===== config.mk =====
export PLATFORM = sky130hd
export DESIGN_NAME = stepper_move_ctrl
export DESIGN_NICKNAME = d
export VERILOG_FILES = /design/src/rtl/stepper_pkg.sv /design/src/rtl/stepper_interval_timer.sv /design/src/rtl/stepper_move_ctrl.sv
export SDC_FILE = /design/constraint.sdc
export NUM_CORES = 1
export LEC_CHECK = 0
export CORE_ASPECT_RATIO = 1.25
export CORE_MARGIN = 3
export CORE_UTILIZATION = 34
export DETAILED_ROUTE_END_ITERATION = 7
export HOLD_SLACK_MARGIN = 0.03
export SYNTH_ARGS = -nofsm -noshare
export SYNTH_HDL_FRONTEND = slang
export SYNTH_HIERARCHICAL = 1
export SYNTH_SLANG_ARGS = --single-unit

===== constraint.sdc =====
create_clock -name system1000 -period 4 [get_ports system1000]
set_input_delay 0.6 -clock system1000 [delete_from_list [all_inputs] [get_ports system1000]]
set_output_delay 0.6 -clock system1000 [all_outputs]
set_load 0.02 [all_outputs]

===== src/rtl/stepper_pkg.sv =====
// Shared definitions for the stepper move controller: FSM states,
// motor drive encodings and acceleration-ramp constants.
package stepper_pkg;

   typedef enum logic [1:0] {
      ST_IDLE   = 2'd0,
      ST_WAIT   = 2'd1,
      ST_STEP   = 2'd2,
      ST_FINISH = 2'd3
   } state_e;

   localparam logic [1:0] MOTOR_HOLD = 2'b00;
   localparam logic [1:0] MOTOR_FWD  = 2'b01;
   localparam logic [1:0] MOTOR_REV  = 2'b10;

   // Intervals shorter than this would leave no WAIT cycle between pulses.
   localparam int unsigned MIN_PERIOD = 2;

   // Ramp spans RAMP_LEN steps at each end; increment is period >> shift.
   localparam int unsigned RAMP_LEN       = 8;
   localparam int unsigned RAMP_INC_SHIFT = 2;

endpackage


===== src/rtl/stepper_interval_timer.sv =====
// Step interval down-counter. A load sets the count; while enabled it
// decrements towards zero. expire flags the last cycle of the interval
// (count == 1) so the owner can act on the following edge.
module stepper_interval_timer #(
   parameter int CNT_W = 18
) (
   input  logic             clk,
   input  logic             rst,
   input  logic             load,
   input  logic [CNT_W-1:0] load_val,
   input  logic             count_en,
   output logic             expire
);

   logic [CNT_W-1:0] cnt_r;

   // Counter register: load has priority over counting; holds at zero.
   always_ff @(posedge clk) begin
      if (rst) begin
         cnt_r <= '0;
      end else if (load) begin
         cnt_r <= load_val;
      end else if (count_en && (cnt_r != '0)) begin
         cnt_r <= cnt_r - CNT_W'(1);
      end else begin
         cnt_r <= cnt_r;
      end
   end

   assign expire = (cnt_r == CNT_W'(1));

endmodule


===== src/rtl/stepper_move_ctrl.sv =====
// Stepper move controller: accepts a move command (steps, direction,
// period), emits one-cycle step pulses on motor_cmd, tracks a signed
// position and reports completion through done/aborted.
// Optional build macro STEPPER_RAMP_EN adds a symmetric acceleration /
// deceleration ramp on the step intervals.
module stepper_move_ctrl
   import stepper_pkg::*;
#(
   parameter int STEP_W   = 16,
   parameter int PERIOD_W = 16,
   parameter int POS_W    = 24
) (
   input  logic                system1000,
   input  logic                system1000_rst,
   input  logic                cmd_valid,
   output logic                cmd_ready,
   input  logic [STEP_W-1:0]   cmd_steps,
   input  logic                cmd_dir,
   input  logic [PERIOD_W-1:0] cmd_period,
   input  logic                abort,
   output logic [1:0]          motor_cmd,
   output logic                busy,
   output logic                done,
   output logic                aborted,
   output logic [POS_W-1:0]    position
);

   // Two extra bits hold the ramped interval (up to 3x the period).
   localparam int CNT_W = PERIOD_W + 2;

   state_e              state_r;
   state_e              state_s;
   logic                dir_r;
   logic [PERIOD_W-1:0] period_r;
   logic [STEP_W-1:0]   remaining_r;
   logic [PERIOD_W-1:0] period_clamped_s;
   logic [PERIOD_W-1:0] per_s;
   logic                accept_s;
   logic                step_s;
   logic                abort_end_s;
   logic                load_s;
   logic [CNT_W-1:0]    load_val_s;
   logic                expire_s;
   logic                count_en_s;

`ifdef STEPPER_RAMP_EN
   logic [STEP_W-1:0]   issued_r;
   logic [STEP_W-1:0]   iss_s;
   logic [STEP_W-1:0]   rem_s;

   // Interval for the next step given steps already issued and steps left;
   // d measures distance from the nearer end of the move.
   function automatic logic [CNT_W-1:0] ramp_interval(
      input logic [PERIOD_W-1:0] per,
      input logic [STEP_W-1:0]   issued,
      input logic [STEP_W-1:0]   remaining
   );
      logic [STEP_W-1:0]   rem_m1;
      logic [STEP_W-1:0]   d;
      logic [PERIOD_W-1:0] inc;
      rem_m1 = remaining - STEP_W'(1);
      d      = (rem_m1 < issued) ? rem_m1 : issued;
      inc    = per >> RAMP_INC_SHIFT;
      if (d < STEP_W'(RAMP_LEN)) begin
         ramp_interval = CNT_W'(per) + CNT_W'(inc) * (CNT_W'(RAMP_LEN) - CNT_W'(d));
      end else begin
         ramp_interval = CNT_W'(per);
      end
   endfunction
`endif

   assign period_clamped_s = (cmd_period < PERIOD_W'(MIN_PERIOD)) ? PERIOD_W'(MIN_PERIOD) : cmd_period;
   assign count_en_s       = (state_r == ST_WAIT) || (state_r == ST_STEP);

   stepper_interval_timer #(
      .CNT_W (CNT_W)
   ) u_timer (
      .clk      (system1000),
      .rst      (system1000_rst),
      .load     (load_s),
      .load_val (load_val_s),
      .count_en (count_en_s),
      .expire   (expire_s)
   );

   // Next-state logic plus interval reload on acceptance and on each step.
   always_comb begin
      state_s     = state_r;
      accept_s    = 1'b0;
      step_s      = 1'b0;
      abort_end_s = 1'b0;
      load_s      = 1'b0;
      per_s       = period_r;
      load_val_s  = '0;
`ifdef STEPPER_RAMP_EN
      iss_s       = '0;
      rem_s       = '0;
`endif
      case (state_r)
         ST_IDLE: begin
            if (cmd_valid && cmd_ready) begin
               accept_s = 1'b1;
               if (cmd_steps == '0) begin
                  state_s = ST_FINISH;
               end else begin
                  state_s = ST_WAIT;
                  load_s  = 1'b1;
               end
            end else begin
               state_s = ST_IDLE;
            end
         end
         ST_WAIT: begin
            if (abort) begin
               state_s     = ST_FINISH;
               abort_end_s = 1'b1;
            end else if (expire_s) begin
               state_s = ST_STEP;
               step_s  = 1'b1;
               load_s  = 1'b1;
            end else begin
               state_s = ST_WAIT;
            end
         end
         ST_STEP: begin
            if (abort) begin
               state_s     = ST_FINISH;
               abort_end_s = 1'b1;
            end else if (remaining_r == '0) begin
               state_s = ST_FINISH;
            end else begin
               state_s = ST_WAIT;
            end
         end
         ST_FINISH: begin
            state_s = ST_IDLE;
         end
         default: begin
            state_s = ST_IDLE;
         end
      endcase

      if (accept_s) begin
         per_s = period_clamped_s;
`ifdef STEPPER_RAMP_EN
         iss_s = '0;
         rem_s = cmd_steps;
`endif
      end else begin
         per_s = period_r;
`ifdef STEPPER_RAMP_EN
         iss_s = issued_r + STEP_W'(1);
         rem_s = remaining_r - STEP_W'(1);
`endif
      end

`ifdef STEPPER_RAMP_EN
      load_val_s = ramp_interval(per_s, iss_s, rem_s);
`else
      load_val_s = CNT_W'(per_s);
`endif
   end

   // State register and registered outputs decoded from the next state.
   always_ff @(posedge system1000) begin
      if (system1000_rst) begin
         state_r   <= ST_IDLE;
         cmd_ready <= 1'b1;
         motor_cmd <= MOTOR_HOLD;
         busy      <= 1'b0;
         done      <= 1'b0;
         aborted   <= 1'b0;
      end else begin
         state_r   <= state_s;
         cmd_ready <= (state_s == ST_IDLE);
         motor_cmd <= (state_s == ST_STEP) ? (dir_r ? MOTOR_REV : MOTOR_FWD) : MOTOR_HOLD;
         busy      <= (state_s != ST_IDLE);
         done      <= (state_s == ST_FINISH);
         aborted   <= abort_end_s;
      end
   end

   // Command latch, step bookkeeping and position tracking.
   always_ff @(posedge system1000) begin
      if (system1000_rst) begin
         dir_r       <= 1'b0;
         period_r    <= '0;
         remaining_r <= '0;
         position    <= '0;
`ifdef STEPPER_RAMP_EN
         issued_r    <= '0;
`endif
      end else if (accept_s) begin
         dir_r       <= cmd_dir;
         period_r    <= period_clamped_s;
         remaining_r <= cmd_steps;
`ifdef STEPPER_RAMP_EN
         issued_r    <= '0;
`endif
      end else if (step_s) begin
         remaining_r <= remaining_r - STEP_W'(1);
         position    <= dir_r ? (position - POS_W'(1)) : (position + POS_W'(1));
`ifdef STEPPER_RAMP_EN
         issued_r    <= issued_r + STEP_W'(1);
`endif
      end else begin
         dir_r       <= dir_r;
      end
   end

endmodule


======== Yosys cells after proc, flatten, opt, wreduce, memory -nomap -nowiden ========
Cells that the tools add are included.
word-level totals
  input port bits ......................... 37
  memories ................................ 0
  output and inout bits ................... 30
  bits in writable memories ............... 0
  word-level logic and storage cells ...... 66
  bits in read-only memories .............. 0
  bits in registers ....................... 83
  bits in latches ......................... 0
operators by class
  muxes and demuxes ....................... 24
  divide/modulo/power cells ............... 0
  multipliers ............................. 0
  order comparisons ....................... 1
  equality and inequality tests ........... 6
  bitwise operators ....................... 3
  shifts and indexed selects .............. 0
  add/subtract/negate cells ............... 4
  reduce and logical (&&, ||, !) cells .... 16
operators with widths
  kind                                                                           number
  16-bit two-way mux                                                             6
  16-bit zero test                                                               2
  24-bit by 1-bit adder with 24-bit output, second input constant                1
  24-bit two-way mux                                                             1
  24-bit by 1-bit subtractor with 24-bit output, second input constant           1
  18-bit by 1-bit == test with 1-bit output, second input constant               1
  18-bit nonzero test                                                            1
  18-bit by 1-bit subtractor with 18-bit output, second input constant           1
  16-bit by 2-bit less-than comparator with 1-bit output, second input constant  1
  16-bit by 1-bit subtractor with 16-bit output, second input constant           1
  2-bit two-way mux                                                              7
  2-bit == test, second input constant                                           4
  1-bit two-way mux                                                              8
  2-bit one-hot mux with 4 select lines                                          1
  2-bit OR reduction                                                             4
  2-bit nonzero test                                                             3
  2-bit zero test                                                                2
  1-bit inverter                                                                 3
  2-bit by 1-bit == test with 1-bit output, second input constant                1
  1-bit logical AND                                                              2
  1-bit one-hot mux with 2 select lines                                          1
  2-bit AND reduction                                                            1
  1-bit logical OR                                                               1

======== Longest topological paths before layout ========
  depth after elaboration ................. 7
  mapped depth ............................ 10
  depth with buffers taken out ............ 9

======== Modules after synthesis ========
The synthesis kept the hierarchy.
by module, submodules not included
  module                  instances  seq. area each (um2)  cells each  area each (um2)
  stepper_move_ctrl       1          1,301.2               522         4,117.7
  stepper_interval_timer  1          360.3                 138         1,199.9

======== Worst setup path before layout ========
Ideal clock, no wire load.
  path kind ............................... register to register
  start ................................... register dir_r
  end ..................................... register position[22]
  required time ........................... 3.876 ns
  arrival ................................. 2.875 ns
  clock period less this slack ............ 3.000 ns
  cell stages (with the launch flop) ...... 9
  path buffers ............................ 0
  library setup time ...................... 0.124 ns
  slack ................................... 1.000 ns
  cells stage by stage .................... dfxtp_1 inv_1 fa_1 and2b_4 o2111ai_4 a2111oi_4 o311ai_2 o2111a_1 a2111o_1
on the way
  cells in the longest elaborated chain, start to end .. 1
RTL lines
  element                   RTL line                  text
  start: declaration        stepper_move_ctrl.sv:33   logic dir_r;
  start signal: assignment  stepper_move_ctrl.sv:194  dir_r <= cmd_dir;
  start signal: assignment  stepper_move_ctrl.sv:207  dir_r <= dir_r;
  24-bit two-way mux        stepper_move_ctrl.sv:202  position <= dir_r ? (position - POS_W'(1)) : (position + POS_W'(1));
  end signal: assignment    stepper_move_ctrl.sv:202
  end: declaration          stepper_move_ctrl.sv:25   output logic [POS_W-1:0] position
Every way passes these cells.
A chain may end at the register's enable or synchronous reset.

======== Worst setup path after layout ========
  start ................................... register u_timer.cnt_r[12]
  end ..................................... register u_timer.cnt_r[13]
on the way
  cells in the longest elaborated chain, start to end .. 5
  elaborated cells on any way between the ends .. 10
  those cells by class .................... add/sub (1); eq/ne (1); mux (5); reduce/logical (3)
RTL lines
  element                                                   RTL line                      text
  start: declaration                                        stepper_interval_timer.sv:15  logic [CNT_W-1:0] cnt_r;
  start signal: assignment                                  stepper_interval_timer.sv:22  cnt_r <= load_val;
  start signal: assignment                                  stepper_interval_timer.sv:24  cnt_r <= cnt_r - CNT_W'(1);
  start signal: assignment                                  stepper_interval_timer.sv:26  cnt_r <= cnt_r;
  18-bit by 1-bit == test with 1-bit output *               stepper_interval_timer.sv:30  assign expire = (cnt_r == CNT_W'(1));
  named net expire_s                                        stepper_move_ctrl.sv:43       logic expire_s;
  1-bit two-way mux *                                       stepper_move_ctrl.sv:117      end else if (expire_s) begin
  1-bit two-way mux *                                       stepper_move_ctrl.sv:114      if (abort) begin
  1-bit one-hot mux with 2 select lines *                   stepper_move_ctrl.sv:99       case (state_r)
  named net load_s                                          stepper_move_ctrl.sv:41       logic load_s;
  16-bit two-way mux or 2-bit nonzero test (tied branches)  --
Mark *: on every way through the listed nets, which the timed path passes. The rest lies on a longest branch. The select of a mux whose other input is x is not followed.

==> impl_metrics.toml <==
[setup_path]
end_kind = "flop"
worstSetupPathType = "reg -> reg"
crit_path_start_kind = "flop"
crit_fanout = 15
crit_arrival_ps = 3580
required_ps = 4250

[logic_synthesis]
synth_cell_types = 79
synth_edf_count = 0
synthCells = 660
synth_fa_ha_area_frac = 0.0696
synthFlopType = "dfxtp_1"
yosys.area_share.simple = 0.269
synth_top_family_by_area = "simple AND/OR/NAND/NOR gates"
syn-cell-area_um2 = 5320
muxShareOfSynthArea = 0.00588
synth.top_cell.area_share = 0.312
ys_seq_area_frac = 0.312
yosysTopAreaCell = "dfxtp_1"
avgSynthCellArea_um2 = 8.06
synthArstFlopShare = 0
synth-compound-area-share = 0.248
yosys-top-cells-area = "dfxtp_1 31%, nand2_1 6.9%, ha_1 6.6%"
synth-xor-area-share = 0.0527
ys_ff_latch = 83
synth-warning-count = 6

[run_status]
status = "finished, final reports clean"

[global_route]
grt_pass1_vias = 4936
grt_max_degree = 50
grt-ovfl-total = 0
antenna_found_initial = 0
track_usage = 0.167
grt_pass1_wl_um = 24000

[sta]
period_needed_ps = 3330
setup_violations = 0
fmax_mhz = 301
maxSlewHeadroom = 0.539
tns_ps = 0
skew_ps = 7.12
period_share = 0.832
hold_violations = 0
tightest_slew_ps = 685
rsz0062_at_grt = "no"
maxSlewViolCount = 0

[route]
via_count = 5004
wl_per_cell_um = 15.5
drtPass1Iterations = 5
wl_um = 14300
drtIter0Drc = 288
vias_per_cell = 5.41
drc = 0
antenna_left = 0

[clock_tree]
clock-sinks = 83
ctsHoldBuffers = 0
insertion_delay_ps = 350
cts-resized-gates = 0
numCtsBuffers = 9
max-clock-path-buffers = 2
post-cts-setup-buffers = 0
cts_tree = "built"
htreeDepth = 3
cts-root-buf = "clkbuf_16"
path_clk_slew_ps = 60

[min_path]
min_path_type = "reg -> reg"

[finish]
area_growth_pct = 21.8
utilization = 0.428
layout_commonest_cell = "nand2_1"
final_cell_mix = "98 x nand2_1, 83 x dfxtp_1, 65 x clkdlybuf4s50_1"
diodes = 0
final_nets = 779
drive_above_1_share = 0.0725

[power_and_ir_drop]
power.density_nw_per_um2 = 350
leakage_nw = 2.37
vdd_drop_max_uv = 198

[run]
max-cap-violations = 0

[die]
fp.dieH_um = 146
start_util = 0.351
ios = 67
die_w_um = 118
die-area_um2 = 17200
rows = 50
core_region_area_um2 = 15100

[placement]
io_buffers = 66
gp_congestion = 0.925
dp_hpwl_um = 10700
==> final timing paths <==
| check | cells past startpoint | startpoint | slack [ps] | end |
|---|---|---|---|---|
| setup / recovery | 10 | u_timer/cnt_r[12] | 670 | u_timer/cnt_r[13] |
| hold / removal | 2 | period_r[15] | 460 | period_r[15] |
| setup reg to reg | 10 | u_timer/cnt_r[12] | 670 | u_timer/cnt_r[13] |
| hold reg to reg | 2 | period_r[15] | 460 | period_r[15] |
==> critical path: stages (launching register included) <==
cell and delay, ps:
dfxtp_1 340, nor3_1 420, and4_4 380, and3_1 240, nand3b_1 340, o21ai_0 200, buf_4 220, clkinv_1 300
buf_4 310, and4_4 190, a2111oi_4 290
==> cell families (layout without fill, tap and decap cells) <==
logic type                 after synthesis  in the layout
xor gates and xnor gates                32             32
and+or+nand+nor                        275            275
DFF                                     83             83
adders and majority gates               29             29
AOI/OAI and AO/OA                      183            183
muxes                                    3              3
buffers and inverters                   54            110
other                                    1              2
==> stage by stage <==
step | setup slack (ps) | cells | cell area [um2] | hold slack [ps] | total power, mW
CTS | 683 | 925 | 6470 | 464 | 2.28
global route | 414 | 925 | 6470 | 476 | 2.37
floorplan | 1000 | 661 | 5320 | 444 | 1.27
finish | 674 | 925 | 6470 | 462 | 2.26
detailed placement | 700 | 910 | 6170 | 455 | 1.40
global placement | 833 | 910 | 6170 | 451 | 1.38
==> sequential cells by signal, summed over array words and instances (netlist names) <==
name and flops:
aborted 1, motor_cmd 2, done 1, dir_r 1
state_r 2, remaining_r 16, position 24, cmd_ready 1
u_timer/cnt_r 18, period_r 16, busy 1
==> layout make-up <==
cell class	count	area (um2)
Multi-Input combinational cell	524	3450
Sequential cell	83	1660
Fill cell	1559	8660
Tap cell	208	260
Clock buffer	10	229
Inverter	20	75.1
Timing Repair Buffer	75	723
Clock inverter	5	78.8
==> cell usage after synthesis, types with 3 or more instances <==
cell	instances
nand2_1	98
nor4_1	14
and3_1	4
a221oi_1	3
nor2_1	59
o211a_1	3
o21a_1	6
nand2b_1	4
xnor2_1	25
or4_1	4
a21oi_1	58
nand3b_1	11
a211o_1	4
a211oi_1	25
o21ai_0	27
a311oi_1	4
a21o_1	11
clkbuf_1	25
o31a_1	4
xor2_1	7
nor2b_1	5
ha_1	28
o211ai_1	7
nand3_1	11
nand4_1	7
a2111oi_2	3
or3_1	11
nor3_1	20
buf_2	5
dfxtp_1	83
inv_1	19
and4_1	4
==> metal layers <==
metal / vias up / routed length [um] / track usage
met3: 19 / 644 / 0.0280
met4: 0 / 257 / 0.0610
met2: 132 / 7110 / 0.289
met1: 2339 / 6320 / 0.208
met5: - / 0 / 0
li1: 2514 / - / -
==> where the power goes <==
| part | internal [mW] | leakage, nW | switching, mW |
|---|---|---|---|
| combinational | 0.185 | 1.54 | 0.260 |
| clock | 0.542 | 0.152 | 0.343 |
| sequential | 0.882 | 0.679 | 0.0514 |
No activity file was read; power rests on OpenSTA's default activity.
==> RTL edit (config.mk and constraints unchanged) <==
Reset style: asynchronous (`rst` and `system1000_rst`), changed in 3 clocked blocks.
--- a/src/rtl/stepper_interval_timer.sv
+++ b/src/rtl/stepper_interval_timer.sv
@@ -15,7 +15,7 @@
    logic [CNT_W-1:0] cnt_r;
 
    // Counter register: load has priority over counting; holds at zero.
-   always_ff @(posedge clk) begin
+   always_ff @(posedge clk or posedge rst) begin
       if (rst) begin
          cnt_r <= '0;
       end else if (load) begin
--- a/src/rtl/stepper_move_ctrl.sv
+++ b/src/rtl/stepper_move_ctrl.sv
@@ -162,7 +162,7 @@
    end
 
    // State register and registered outputs decoded from the next state.
-   always_ff @(posedge system1000) begin
+   always_ff @(posedge system1000 or posedge system1000_rst) begin
       if (system1000_rst) begin
          state_r   <= ST_IDLE;
          cmd_ready <= 1'b1;
@@ -181,7 +181,7 @@
    end
 
    // Command latch, step bookkeeping and position tracking.
-   always_ff @(posedge system1000) begin
+   always_ff @(posedge system1000 or posedge system1000_rst) begin
       if (system1000_rst) begin
          dir_r       <= 1'b0;
          period_r    <= '0;
Check against the original RTL: differs if system1000_rst is asserted again (counterexample within 4 cycles, from zero or initial values and one cycle with system1000_rst high); with system1000_rst held inactive, the same outputs for 10 cycles.
==> RTL edit against the unedited design <==
- utilization grew 0.63 points
- wire length shrank 5.5%
- synthesized area shrank 2.0%
- sequential cell count did not move
- clock skew grew 0.0035 ns
- critical path depth unchanged
- maximum frequency up 4.1%
- global-route usage grew 0.25 points
- setup slack improved by 0.13 ns
- design area down 1.4%
Power is not compared: it rests on default switching activity, and its combinational part moved more than twofold at a synthesized area within 25%.
==> RTL edit: results (changes against the unedited design) <==
Slew @ Worst Pin: 0.721 ns (+0.0365 ns)
Worst Hold End: period_r[15]$_DFF_PP0_
skew final: 0.0106 ns (+0.00347 ns)
Critical R2R Capture: position[20]$_DFFE_PP0P_
register area share after synthesis: 39.9% (+8.6 points)
Synth Area in Compound Gates: 19.6% (-5.2 points)
met2 wire len: 7120 microns (about the same)
mux cell area share after synthesis: 0.384% (-0.20 points)
Nets: 734 (-5.8%)
largest net degree at the start of global routing: 48 (-4.0%)
Placer Congestion: 0.839 (-9.4%)
ys flop type: dfrtp_1
vias in the first global route: 4698 (-4.8%)
RR Startpoint: u_timer/cnt_r[4]$_DFFE_PP0P_
CP max stage delay: 0.56 ns (+0.14 ns)
drt first pass iters: 4 (-1)
Synth top cells by count: 109 x nand2_1, 82 x dfrtp_1, 39 x nor2_1, 36 x o21ai_0, 28 x ha_1
Worst Hold Launch: period_r[15]$_DFF_PP0_
Placement Setup Slack: 0.868 ns (+0.168 ns)
status: finished clean
final non-filler cell total: 851 (-8.0%)
setup slack, reg-to-reg: 0.80 ns (+0.13 ns)
detailed-route wire length per cell: 15.9 microns (+2.8%)
Final period util: 79.9% (-3.3 points)
placed cell count: 835 (-8.2%)
share of cells above drive strength 1: 6.39% (-0.86 points)
Hold Slack: 0.480 ns (+0.0174 ns)
M1 wire length: 5680 microns (-10%)
DP Wirelength: 10100 microns (-5.3%)
CTS clock-pin slew for the worst setup and hold paths: 0.07 ns
routing usage on met2: 30.9% (+1.9 points)
crit path DAT: 3.48 ns (-0.10 ns)
met3 Use GR: 3.43% (+0.63 points)
slowest CP cell: nor4_1
library cells used by synthesis: 68 (-14%)
H-tree depth: 3 (unchanged)
ys async rst share: 100% (+100 points)
Hold Crit Depth: 2 (unchanged)
post-synthesis xor/xnor area fraction: 5.04% (-0.23 points)
GRT Overall Usage: 16.9% (+0.25 points)
met1 usage: 19.8% (-0.93 points)
Detail Route met3 WL: 509 microns (-21%)
Crit Path Max Fanout: 46 (+31)
ranking of synthesized cells by area: dfrtp_1 39%, nand2_1 7.8%, ha_1 6.7%, xnor2_1 3.5%, o21ai_0 3.5%
Synth Area in Adders: 7.11% (+0.14 points)
Mapped Cells: 603 (-8.6%)
## RTL edit: layout make-up
cell class              count  area (sq um)
inverters                  24          90.1
multi-input cells         475          2960
well taps                 178           223
clock buffers              10           229
clock inverters             6          73.8
repair buffers             75           728
fillers                  1458          8330
flip-flops and latches     83          2080
## RTL edit: worst max-delay path by stage
stage | startpoint | end | cells past startpoint
final | u_timer/cnt_r[4]$_DFFE_PP0P_ | position[20]$_DFFE_PP0P_ | 10
after global placement | u_timer/cnt_r[4]$_DFFE_PP0P_ | position[20]$_DFFE_PP0P_ | 10
after global routing | u_timer/cnt_r[4]$_DFFE_PP0P_ | position[20]$_DFFE_PP0P_ | 10
after detailed placement | u_timer/cnt_r[4]$_DFFE_PP0P_ | position[20]$_DFFE_PP0P_ | 10
after floorplan | u_timer/cnt_r[4]$_DFFE_PP0P_ | u_timer/cnt_r[5]$_DFFE_PP0P_ | 13
after CTS | u_timer/cnt_r[4]$_DFFE_PP0P_ | position[20]$_DFFE_PP0P_ | 10
